$ cat config.mk
export PLATFORM = sky130hd
export DESIGN_NAME = data_sync_hs_flat
export DESIGN_NICKNAME = d
export VERILOG_FILES = /design/src/rtl/data_sync_hs_pkg.sv /design/src/rtl/data_sync_hs_if.sv /design/src/rtl/data_sync_hs_bit_sync_chain.sv /design/src/rtl/data_sync_hs.sv /design/src/flat_wrapper.sv
export SDC_FILE = /design/constraint.sdc
export NUM_CORES = 1
export LEC_CHECK = 0
export ABC_AREA = 0
export BUFFER_PORTS_ARGS = -buffer_cell sky130_fd_sc_hd__buf_2
export CAP_MARGIN = 20
export CORE_AREA = 3 3 40 42
export CTS_CLUSTER_SIZE = 25
export DETAILED_ROUTE_END_ITERATION = 16
export DIE_AREA = 0 0 43 45
export GPL_TIMING_DRIVEN = 0
export MAX_ROUTING_LAYER = met4
export PLACE_DENSITY = 0.68
export SLEW_MARGIN = 40
export SYNTH_ARGS = -nofsm -noshare
export SYNTH_HDL_FRONTEND = slang
export SYNTH_SLANG_ARGS = --single-unit
$ cat constraint.sdc
create_clock -name CLK -period 1.2 [get_ports CLK]
set_input_delay 0 -clock CLK [delete_from_list [all_inputs] [get_ports CLK]]
set_output_delay 0 -clock CLK [all_outputs]
set_load 0.05 [all_outputs]
$ cat src/rtl/data_sync_hs_pkg.sv
// data_sync_hs_pkg: shared CDC types and default widths
package data_sync_hs_pkg;
  typedef enum logic {IDLE = 1'b0, ACK = 1'b1} state_t;
  localparam int NUM_STAGES_DEF = 2;
  localparam int BUS_WIDTH_DEF = 8;
endpackage

$ cat src/rtl/data_sync_hs_if.sv
// data_sync_hs_if: bus + four-phase handshake between source side and the synchronizer
// master: drives unsync_bus/bus_enable, observes sync_bus/enable_pulse/bus_ack/busy
// slave: the synchronizer, the mirror image of master
interface data_sync_hs_if import data_sync_hs_pkg::*; #(parameter int BUS_WIDTH = BUS_WIDTH_DEF) ();
  logic [BUS_WIDTH-1:0] unsync_bus;
  logic bus_enable;
  logic [BUS_WIDTH-1:0] sync_bus;
  logic enable_pulse;
  logic bus_ack;
  logic busy;
  modport master(output unsync_bus, bus_enable, input sync_bus, enable_pulse, bus_ack, busy);
  modport slave(input unsync_bus, bus_enable, output sync_bus, enable_pulse, bus_ack, busy);
endinterface

$ cat src/rtl/data_sync_hs_bit_sync_chain.sv
// bit_sync_chain: single-bit multi-flop synchronizer, sync active-low reset
// clk: sampling clock, rst_n: reset, d: async input, q: synchronized output
module bit_sync_chain #(parameter int NUM_Stages = 2) (
  input  logic clk,
  input  logic rst_n,
  input  logic d,
  output logic q
);
  logic [NUM_Stages-1:0] ff;
  always_ff @(posedge clk)
    if (!rst_n) ff <= '0;
    else ff <= {ff[NUM_Stages-2:0], d};
  assign q = ff[NUM_Stages-1];
endmodule

$ cat src/rtl/data_sync_hs.sv
// data_sync_hs: destination-side bus synchronizer with enable-level request and registered ack
// CLK: domain clock, sync_Reset: active-low synchronous reset
// bus (slave): unsync_bus/bus_enable in; sync_bus/enable_pulse/bus_ack/busy out, all registered
module data_sync_hs import data_sync_hs_pkg::*; #(
  parameter int NUM_Stages = NUM_STAGES_DEF,
  parameter int BUS_WIDTH = BUS_WIDTH_DEF
) (
  input logic CLK,
  input logic sync_Reset,
  data_sync_hs_if.slave bus
);
  state_t state, state_n;
  logic en_sync, en_prev, en_rise, load;
  logic [BUS_WIDTH-1:0] data_q;
  logic pulse_q, ack_q;
  bit_sync_chain #(.NUM_Stages(NUM_Stages)) u_en_sync (
    .clk(CLK),
    .rst_n(sync_Reset),
    .d(bus.bus_enable),
    .q(en_sync)
  );
  // en_prev resets to 0 so a request already high at reset release counts as a new transfer
  assign en_rise = en_sync & ~en_prev;
  always_comb begin
    load = (state == IDLE) & en_rise;
    state_n = load ? ACK : ((state == ACK) && !en_sync) ? IDLE : state;
  end
  always_ff @(posedge CLK)
    if (!sync_Reset) begin
      state <= IDLE;
      en_prev <= 1'b0;
      data_q <= '0;
      pulse_q <= 1'b0;
      ack_q <= 1'b0;
    end else begin
      state <= state_n;
      en_prev <= en_sync;
      if (load) data_q <= bus.unsync_bus;
      pulse_q <= load;
      ack_q <= (state_n == ACK);
    end
  assign bus.sync_bus = data_q;
  assign bus.enable_pulse = pulse_q;
  assign bus.bus_ack = ack_q;
  assign bus.busy = (state == ACK);
endmodule
$ cat src/flat_wrapper.sv
// flat-port wrapper written by rule: the top's interface ports become plain ports
module data_sync_hs_flat import data_sync_hs_pkg::*;
#(
  parameter int NUM_Stages = NUM_STAGES_DEF,
  parameter int BUS_WIDTH = BUS_WIDTH_DEF
)
  (CLK, sync_Reset, bus_unsync_bus, bus_bus_enable, bus_sync_bus, bus_enable_pulse, bus_bus_ack, bus_busy);
  data_sync_hs_if #(.BUS_WIDTH(BUS_WIDTH)) bus_i ();
  input logic CLK;
  input logic sync_Reset;
  input wire logic [$bits(bus_i.unsync_bus)-1:0] bus_unsync_bus;
  input wire logic [$bits(bus_i.bus_enable)-1:0] bus_bus_enable;
  output wire logic [$bits(bus_i.sync_bus)-1:0] bus_sync_bus;
  output wire logic [$bits(bus_i.enable_pulse)-1:0] bus_enable_pulse;
  output wire logic [$bits(bus_i.bus_ack)-1:0] bus_bus_ack;
  output wire logic [$bits(bus_i.busy)-1:0] bus_busy;
  assign bus_i.unsync_bus = bus_unsync_bus;
  assign bus_i.bus_enable = bus_bus_enable;
  assign bus_sync_bus = bus_i.sync_bus;
  assign bus_enable_pulse = bus_i.enable_pulse;
  assign bus_bus_ack = bus_i.bus_ack;
  assign bus_busy = bus_i.busy;
  data_sync_hs #(.NUM_Stages(NUM_Stages), .BUS_WIDTH(BUS_WIDTH)) u_core (.CLK(CLK), .sync_Reset(sync_Reset), .bus(bus_i));
endmodule
==> results of run 1 <==
==> sequential cells by signal, indices dropped and copies added, names as in the netlist <==
register,flops
u_core.bus.busy,1
u_core.bus.enable_pulse,1
u_core.bus.sync_bus,8
u_core.en_prev,1
u_core.u_en_sync.ff,2
==> final timing paths <==
kind                             to                    from  depth (start not counted)
max                        bus_busy         u_core.bus.busy                          2
min          u_core.bus.sync_bus[4]              sync_Reset                          3
max reg2reg  u_core.bus.sync_bus[5]         u_core.bus.busy                          3
min reg2reg  u_core.u_en_sync.ff[1]  u_core.u_en_sync.ff[0]                          1
==> final cells by class <==
class / count / area share [%]
Buffer: 4 / 4.720
Clock buffer: 4 / 3.671
Sequential cell: 13 / 36.36
Timing Repair Buffer: 29 / 26.57
Tap cell: 15 / 2.622
Multi-Input combinational cell: 30 / 25.00
Inverter: 2 / 1.049
==> synthesized netlist by cell type <==
cell      n  share of area (%)
a21oi_1   1                1.0
and2_1    2                2.6
buf_4     3                4.7
buf_6     1                2.3
dfxtp_1  13                 54
inv_1     2                1.6
mux2i_1   8                 17
nand2_1  17                 13
nor3_1    1                1.0
nor3b_2   1                2.6
==> critical path, stage by stage (launching register included) <==
cell and delay [ns]:
dfxtp_1 0.41, buf_4 0.13, buf_2 0.24
==> kinds of logic after synthesis <==
group / Yosys count / share of synthesized area, %
muxes: 8 / 16.67
AOI/OAI and AO/OA: 1 / 1.041
DFF: 13 / 54.17
and+or+nand+nor: 21 / 19.53
buffers and inverters: 6 / 8.594
==> power breakdown <==
| part | total [mW] | switching, mW | internal [mW] |
|---|---|---|---|
| sequential | 0.453 | 0.00743 | 0.446 |
| clock | 0.258 | 0.129 | 0.129 |
| combinational | 0.135 | 0.0760 | 0.0588 |
| total | 0.846 | 0.213 | 0.633 |
==> through the flow <==
stage	instance area [um^2]	setup WS [ns]	power (mW)	util, %	hold WS (ns)
6_report	715.7	0.1480	0.8460	55.70	0.04950
3_5_place_dp	599.3	0.1636	0.5766	46.64	0.2130
3_3_place_gp	599.3	0.2287	0.5742	46.64	0.2122
4_1_cts	715.7	0.1258	0.8586	55.70	0.04144
2_1_floorplan	480.5	0.03494	0.5436	-	0.1273
5_1_grt	715.7	0.09086	0.8800	55.70	0.05425
==> what timing repair did <==
item,4_1_cts,5_1_grt
setup buffers,0,0
hold endpoints to repair,9,0
hold buffers,9,0
==> metal layers <==
metal  vias to the layer above  track usage (%)
met4                         0            5.422
met3                         2            5.976
met5                         -                -
met2                        16            21.86
met1                       189            11.82
li1                        221                -
==> impl_results.md, run 1 <==
- Core Area: 0.001285 mm^2
- Placed insts: 84
- Worst-Skew Late Latency: 0.27 ns
- Routability Congestion: approximately 0.59
- Post-Synthesis Cells: 49
- Initial antenna violation count: 0
- Root Buffer: clkbuf_4
- Worst R2R Setup Slack: about 0.19 ns
- Yosys warnings: 0
- Worst Setup End Kind: output port
- Final max-slew violation count: 0
- HP Class: input pin to register
- Vias: ~430
- Least-Margin Pin Slew: about 0.25 ns
- Layout area overhead: 48.96%
- Met3 routed WL: a little over 80 um
- Commonest non-fill, non-tap cells in the layout: buf_2 (20), nand2_1 (17), dfxtp_1 (13)
- Post-Syn Area: around 480 um^2
- Sequential cell area: about 260 um^2
- Highest routed layer: met4
- Clock sinks: 13
- CTS clock-pin slew for the worst setup and hold paths: 0.07 ns
- Die Footprint: around 0.0019 mm^2
- Fill cell count: 127
- Vias per inst: approximately 4.4
- Number of global-route vias before repair: around 420
- Number of max-cap violations: 0
- Layout Cells excl Fill: 97
- Fmax: approximately 0.95 GHz
- Starting Density: 37.39%
- Post-Syn Nets: 60
- Multi-input logic area: approximately 180 um^2
- FF+latch count, synth: 13
- Clock Path Buffers: 2
- Drt wl/cell: just over 10 um
- CTS Buf Count: 3
- Global-route wire length before repair: 1676 um
- Post-CTS Resized: 0
- N_diodes: 0
- Die width: 43 um
- Sequential share of the synthesized area: approximately 54%
- Port bufs: 20
- Setup crit start kind: register
- First DRT Iteration DRCs: 7
- Largest net degree at the start of global routing: 11
- WP data arrival: 1.05 ns
- Status: completed
- WL met1: 402 um
- Setup_tns: 0 ns
- Final period util: 87.67%
- PwrDens: approximately 1200 mW/mm^2
- Routed wire length: ~1000 um
- Commonest non-fill, non-tap cell in the layout: buf_2
- Post-detailed-placement half-perimeter wirelength: 677.7 um
- Net count, final: 94
- Number of routed nets with antenna violations: 0
- Crit path required time: 1.20 ns
- Peak VDD IR: approximately 0.73 mV
- Drt pass-1 iters: 4
- CTS tree: done
- Worst slew margin: approximately 83%
- Crit Path Class: register to output port
- Hold Fails Final Rpt: 0
- Post-route DRC: 0
- Overall Global Routing Usage: around 13%
- Static Leak: 0.3491 nW
- Share of post-route cells with drive strength above 1: approximately 34%
- Setup-failing EPs final: 0
- Global route overflow: 0
- Die Y: approximately 45 um
- Final Skew: ~0.00084 ns
- Cell Rows: 13
- Post-Syn Area per Cell: 9.805 um^2
- Met2 WL post-DR: approximately 500 um
- Htree depth: 1
- CP max FO: 5
- RSZ-0062 raised after global routing: no
- Fin crit period: approximately 1.1 ns
- Synth cell types: 10
- IO Pins: 22
No activity file was read; power rests on OpenSTA's default activity.
==> run 2: changes to the inputs <==
- SYNTH_HIERARCHICAL: unset -> 1
==> run 2 against run 1 <==
Clock-buffer cell count stayed put. Worst hold slack better by 0.39 ns. Sequential share of layout area is 0.99 points lower. Final area is 2.8% higher. Critical path depth is 2 higher. Via count is 1.2% lower. Synthesized cell count stayed put. Area after synthesis stayed put.
==> impl_results.md, run 2 <==
- Status: completed
- Worst-Skew Late Latency: around 0.27 ns
- WP data arrival: between 1 and 1.5 ns
- Clock Path Buffers: 2
- Number of routed nets with antenna violations: 0
- Synth top area share: 54.17%
- Net count, final: between 90 and 100
- CTS Buf Count: 3
- Largest area contributor in the netlist: dfxtp_1
- Core Area: between 0.001 and 0.0015 mm^2
- Vias: 423
- RSZ-0062 raised after global routing: no
- CP max FO: 1
- Dpl ws: between 0.2 and 0.25 ns
- Synth cell types: 10
- Post-detailed-placement half-perimeter wirelength: 638.4 um
- Post-CTS Setup Repair Bufs: 0
- Fmax: roughly 0.9 GHz
- Final Skew: ~0.0076 ns
- Compound-Gate Fraction of Synth Area: between 1 and 1.5%
- Setup crit start kind: input pin
- Fraction of registers with async set/reset: 0%
- Static Leak: roughly 0.36 nW
- Setup-failing EPs final: 0
- Post-CTS Resized: 0
- Fill cell count: between 100 and 150
- CTS clock-pin slew for the worst setup and hold paths: 0.08 ns
- Drt pass-1 iters: 3
- Global route overflow: 0
- Share of post-route cells with drive strength above 1: about 33%
- First DRT Iteration DRCs: 2
- Routability Congestion: between 0.6 and 0.7
- Hold Fails Final Rpt: 0
- Post-Syn Area per Cell: slightly below 10 um^2
- EDFF count, synth: 0
- Die Footprint: 0.001935 mm^2
- Post-Syn Nets: 60
- CTS tree: done
- Sequential cell area: around 260 um^2
- Largest net degree at the start of global routing: 11
- Die width: between 40 and 50 um
- Htree depth: 1
- Overall Global Routing Usage: 10.70%
- Total power: 0.8505 mW
- Simple-Gate Fraction of Synth Area: between 15 and 20%
- Number of max-cap violations: 0
- Fin crit period: ~1.1 ns
- Sequential share of the synthesized area: a little over half
- Crit path required time: between 1 and 1.5 ns
- Worst Slack Setup Final: approximately 0.056 ns
- Worst Setup End Kind: register
- PwrDens: between 1000 and 1500 mW/mm^2
- Top cells by count, synth: nand2_1 (17), dfxtp_1 (13), mux2i_1 (8)
- Layout area overhead: 53.13%
- Multi-input logic area: 178.9 um^2
- Post-Synthesis Cells: a little under 50
- Starting Density: between 30 and 40%
- Worst slew margin: 83.30%
- Global-route wire length before repair: approximately 1600 um
- Setup_tns: 0 ns
- Count leader, synth: nand2_1
- Number of global-route vias before repair: approximately 370
- Crit Path Class: input pin to register
- Dominant cells by area after synthesis: dfxtp_1 (54%), mux2i_1 (17%), nand2_1 (13%)
- Cell Rows: 13
- Clock sinks: 13
- Least-Margin Pin Slew: between 0.2 and 0.3 ns
- Hold_ws: roughly 0.44 ns
- Root Buffer: clkbuf_4
- Initial antenna violation count: 0
- Die Y: about 45 um
- Ys flop type: dfxtp_1
- HP Class: input pin to register
- XOR/XNOR Fraction of Synth Area: 0%
- Largest family of logic cells by synthesized area: simple AND/OR/NAND/NOR gates
- FF+latch count, synth: 13
- N_diodes: 0
- Post-Synth Adder-Cell Area: 0%
- Peak VDD IR: 0.7311 mV
- Post-route DRC: 0
- Final period util: 95.31%
- Routed wire length: 901 um
- IO Pins: 22
- Commonest non-fill, non-tap cells in the layout: buf_2 (20), nand2_1 (17), dfxtp_1 (13)
- Yosys warnings: 6
- Final max-slew violation count: 0
- Commonest non-fill, non-tap cell in the layout: buf_2
- Vias per inst: around 4.3
- Post-synthesis mux area share: between 10% and 20%
- Final Core Density: roughly 57%
- Post-Syn Area: slightly below 500 um^2
- Largest register FFs: 8
- Port bufs: 21
- Drt wl/cell: about 9 um
## run 2: cell count changes in the layout (fill, tap and decap cells not counted), sizes merged
cell / delta
dlygate4sd3: +2
## run 2: routing by layer
layer | vias to the layer above | global-route usage (%) | wire length [um]
met4 | 0 | 3.614 | 0
met3 | 0 | 1.594 | 38
li1 | 223 | - | -
met5 | - | - | 0
met2 | 8 | 17.66 | 466
met1 | 192 | 13.48 | 397
## run 2: layout make-up
type,count,share of cell area (%)
Buffer,4,4.592
Clock buffer,4,3.571
Inverter,2,1.020
Timing Repair Buffer,31,28.57
Sequential cell,13,35.37
Multi-Input combinational cell,30,24.32
Tap cell,15,2.551
## run 2: kinds of logic (layout without fill, tap and decap cells)
logic type      count (synthesis)  in the layout
simple gates                   21             21
buf+inv                         6             41
mux                             8              8
compound gates                  1              1
flops                          13             13
## run 2: power by group
group          internal, mW  switching (mW)
logic                0.0630          0.0758
clock network         0.128           0.130
registers             0.446         0.00721
## run 2: worst paths after layout
kind                                from                     end  slack (ns)  cells after the start
setup / recovery          bus_bus_enable  u_core/u_en_sync/ff[0]        0.06                      4
setup reg to reg      u_core/bus.bus_ack  u_core/bus.sync_bus[0]        0.22                      3
hold / removal                sync_Reset  u_core/u_en_sync/ff[1]        0.44                      2
hold reg to reg   u_core/bus.sync_bus[0]  u_core/bus.sync_bus[0]        0.46                      2
## run 2: worst max-delay path, stage by stage
cell and delay [ns]:
dlygate4sd3_1 0.53, buf_2 0.11, and2_1 0.12, dlygate4sd3_1 0.55
## run 2: timing repair
action | CTS | global route
endpoints found under the setup margin | 0 | 1
hold buffers | 11 | 0
hold endpoints to repair | 10 | 0
## run 2: per-stage QoR
step | std cells | cell area (um^2)
2_1_floorplan | 49 | 480.5
6_report | 99 | 735.7
3_5_place_dp | 85 | 604.3
5_1_grt | 99 | 735.7
3_3_place_gp | 85 | 604.3
4_1_cts | 100 | 740.7
==> run 3: changes to the inputs <==
- PLACE_DENSITY: 0.68 -> unset
- PLACE_DENSITY_LB_ADDON: unset -> 0.3
==> run 3 against run 2 <==
Combinational power about the same. Non-clock buffer count unchanged. Clock-buffer cell count unchanged. Global-route usage up 1.7 points. Routed wire length up 7.3%. Flip-flop and latch count unchanged. Maximum frequency up 8.9%. Critical endpoint is now bus_busy. Largest cell class unchanged. Largest power group unchanged.
==> impl_results.md, run 3 (synthesis results as in run 2) <==
- Number of max-cap violations: 0
- Final period util: between 80% and 90%
- Die Footprint: approximately 0.0019 mm^2
- Commonest non-fill, non-tap cells in the layout: buf_2 (21), nand2_1 (17), dfxtp_1 (13)
- CP delay by family, top: flip-flops
- Commonest non-fill, non-tap cell in the layout: buf_2
- Starting Density: around 37%
- Clock Path Buffers: 2
- Peak VDD IR: between 0.6 and 0.7 mV
- Hold Fails Final Rpt: 0
- Layout area overhead: 52.08%
- Drt pass-1 iters: 4
- Port bufs: 21
- Routed wire length: 967 um
- Root Buffer: clkbuf_4
- Post-route DRC: 0
- Final max-slew violation count: 0
- Worst R2R Setup Slack: roughly 0.20 ns
- Setup crit start kind: register
- Net count, final: between 90 and 100
- First DRT Iteration DRCs: 6
- CTS tree: done
- WP data arrival: roughly 1.1 ns
- Setup-failing EPs final: 0
- Clock sinks: 13
- Worst slew margin: a little over four fifths
- Least-Margin Pin Slew: roughly 0.25 ns
- Cell Rows: 13
- Final Skew: between 0.001 and 0.0015 ns
- Share of post-route cells with drive strength above 1: about a third
- Fin crit period: ~1.1 ns
- Worst-Skew Late Latency: around 0.26 ns
- CP max stage delay: just over 0.4 ns
- HP Start: u_core/u_en_sync/ff[0]
- RSZ-0062 raised after global routing: no
- Largest net degree at the start of global routing: 11
- Routability Congestion: 0.6198
- Number of routed nets with antenna violations: 0
- Largest register FFs: 8
- Worst Setup End Kind: output port
- Layout Cells excl Fill: slightly below 100
- Htree depth: 1
- Crit Path Class: register to output port
- Core Area: ~0.0013 mm^2
- Number of global-route vias before repair: 406
- Fmax: 0.9523 GHz
- Global-route wire length before repair: 1697 um
- Crit path required time: between 1 and 1.5 ns
- Setup_tns: 0 ns
- Cell breakdown of the critical path: buf_4 -> buf_2
- Overall Global Routing Usage: ~12%
- Static Leak: 0.3572 nW
- Worst setup path start: u_core/bus.bus_ack
- HP Class: register to register
- Die width: approximately 43 um
- Status: completed
- Hold_ws: between 0.4 and 0.5 ns
- Slowest cell on crit path: dfxtp_1
- Global route overflow: 0
- CP max FO: 5
- Initial antenna violation count: 0
- CTS clock-pin slew for the worst setup and hold paths: approximately 0.08 ns
- Drt wl/cell: just under 10 um
- PwrDens: approximately 1200 mW/mm^2
- Vias per inst: ~4.4
- Post-CTS Resized: 0
- CTS Buf Count: 3
- Vias: roughly 440
- N_diodes: 0
- FF-to-FF Start: u_core/bus.bus_ack
- Die Y: between 40 and 50 um
- Placed insts: 85
- Crit path buf inv count: 2
- IO Pins: 22
-- run 3: worst reg2reg max path: stages, from the launching register on --
cell	delay (ns)
dfxtp_1	0.36
nor3b_2	0.21
buf_6	0.18
mux2i_1	0.19
-- run 3: layer usage --
metal / global-route usage [%] / vias up / wire, um
met4: 7.229 / 0 / 16
met1: 13.48 / 198 / 416
met2: 20.36 / 13 / 482
met3: 3.586 / 2 / 52
li1: - / 223 / -
met5: - / - / 0
-- run 3: path summary, 6_finish.rpt --
check,endpoint,depth (start not counted)
worst max-delay path,bus_busy,2
worst min-delay path,u_core/u_en_sync/ff[1],1
worst max register to register,u_core/bus.sync_bus[1],3
worst min register to register,u_core/u_en_sync/ff[1],1
-- run 3: area by class of cell --
class	count	area (um^2)
inverter	2	7.507
tap	15	18.77
clock buffer	4	26.28
multi-input combinational	30	178.9
buffer	4	33.78
sequential	13	260.3
fill	123	554.3
timing repair buffer	31	205.2
-- run 3: repair_timing --
action / 4_1_cts / 5_1_grt
buffers inserted: 0 / 0
hold buffers: 11 / 0
setup endpoints to repair: 0 / 1
hold endpoints to repair: 10 / 0
-- run 3: through the flow --
step | utilization [%] | power [mW] | setup slack (ns) | cell area, um^2
after global placement | 47.03 | 0.5758 | 0.2393 | 604.3
after detailed placement | 47.03 | 0.5782 | 0.2076 | 604.3
after CTS | 57.64 | 0.8721 | 0.02500 | 740.7
after floorplan | - | 0.5431 | 0.03494 | 480.5
final | 56.86 | 0.8519 | 0.1499 | 730.7
after global routing | 56.86 | 0.9012 | 0.06631 | 730.7
-- run 3: power breakdown --
group / leakage (nW) / switching [mW] / internal (mW)
registers: 0.106 / 0.00717 / 0.446
logic: 0.236 / 0.0764 / 0.0620
clock network: 0.0150 / 0.132 / 0.128
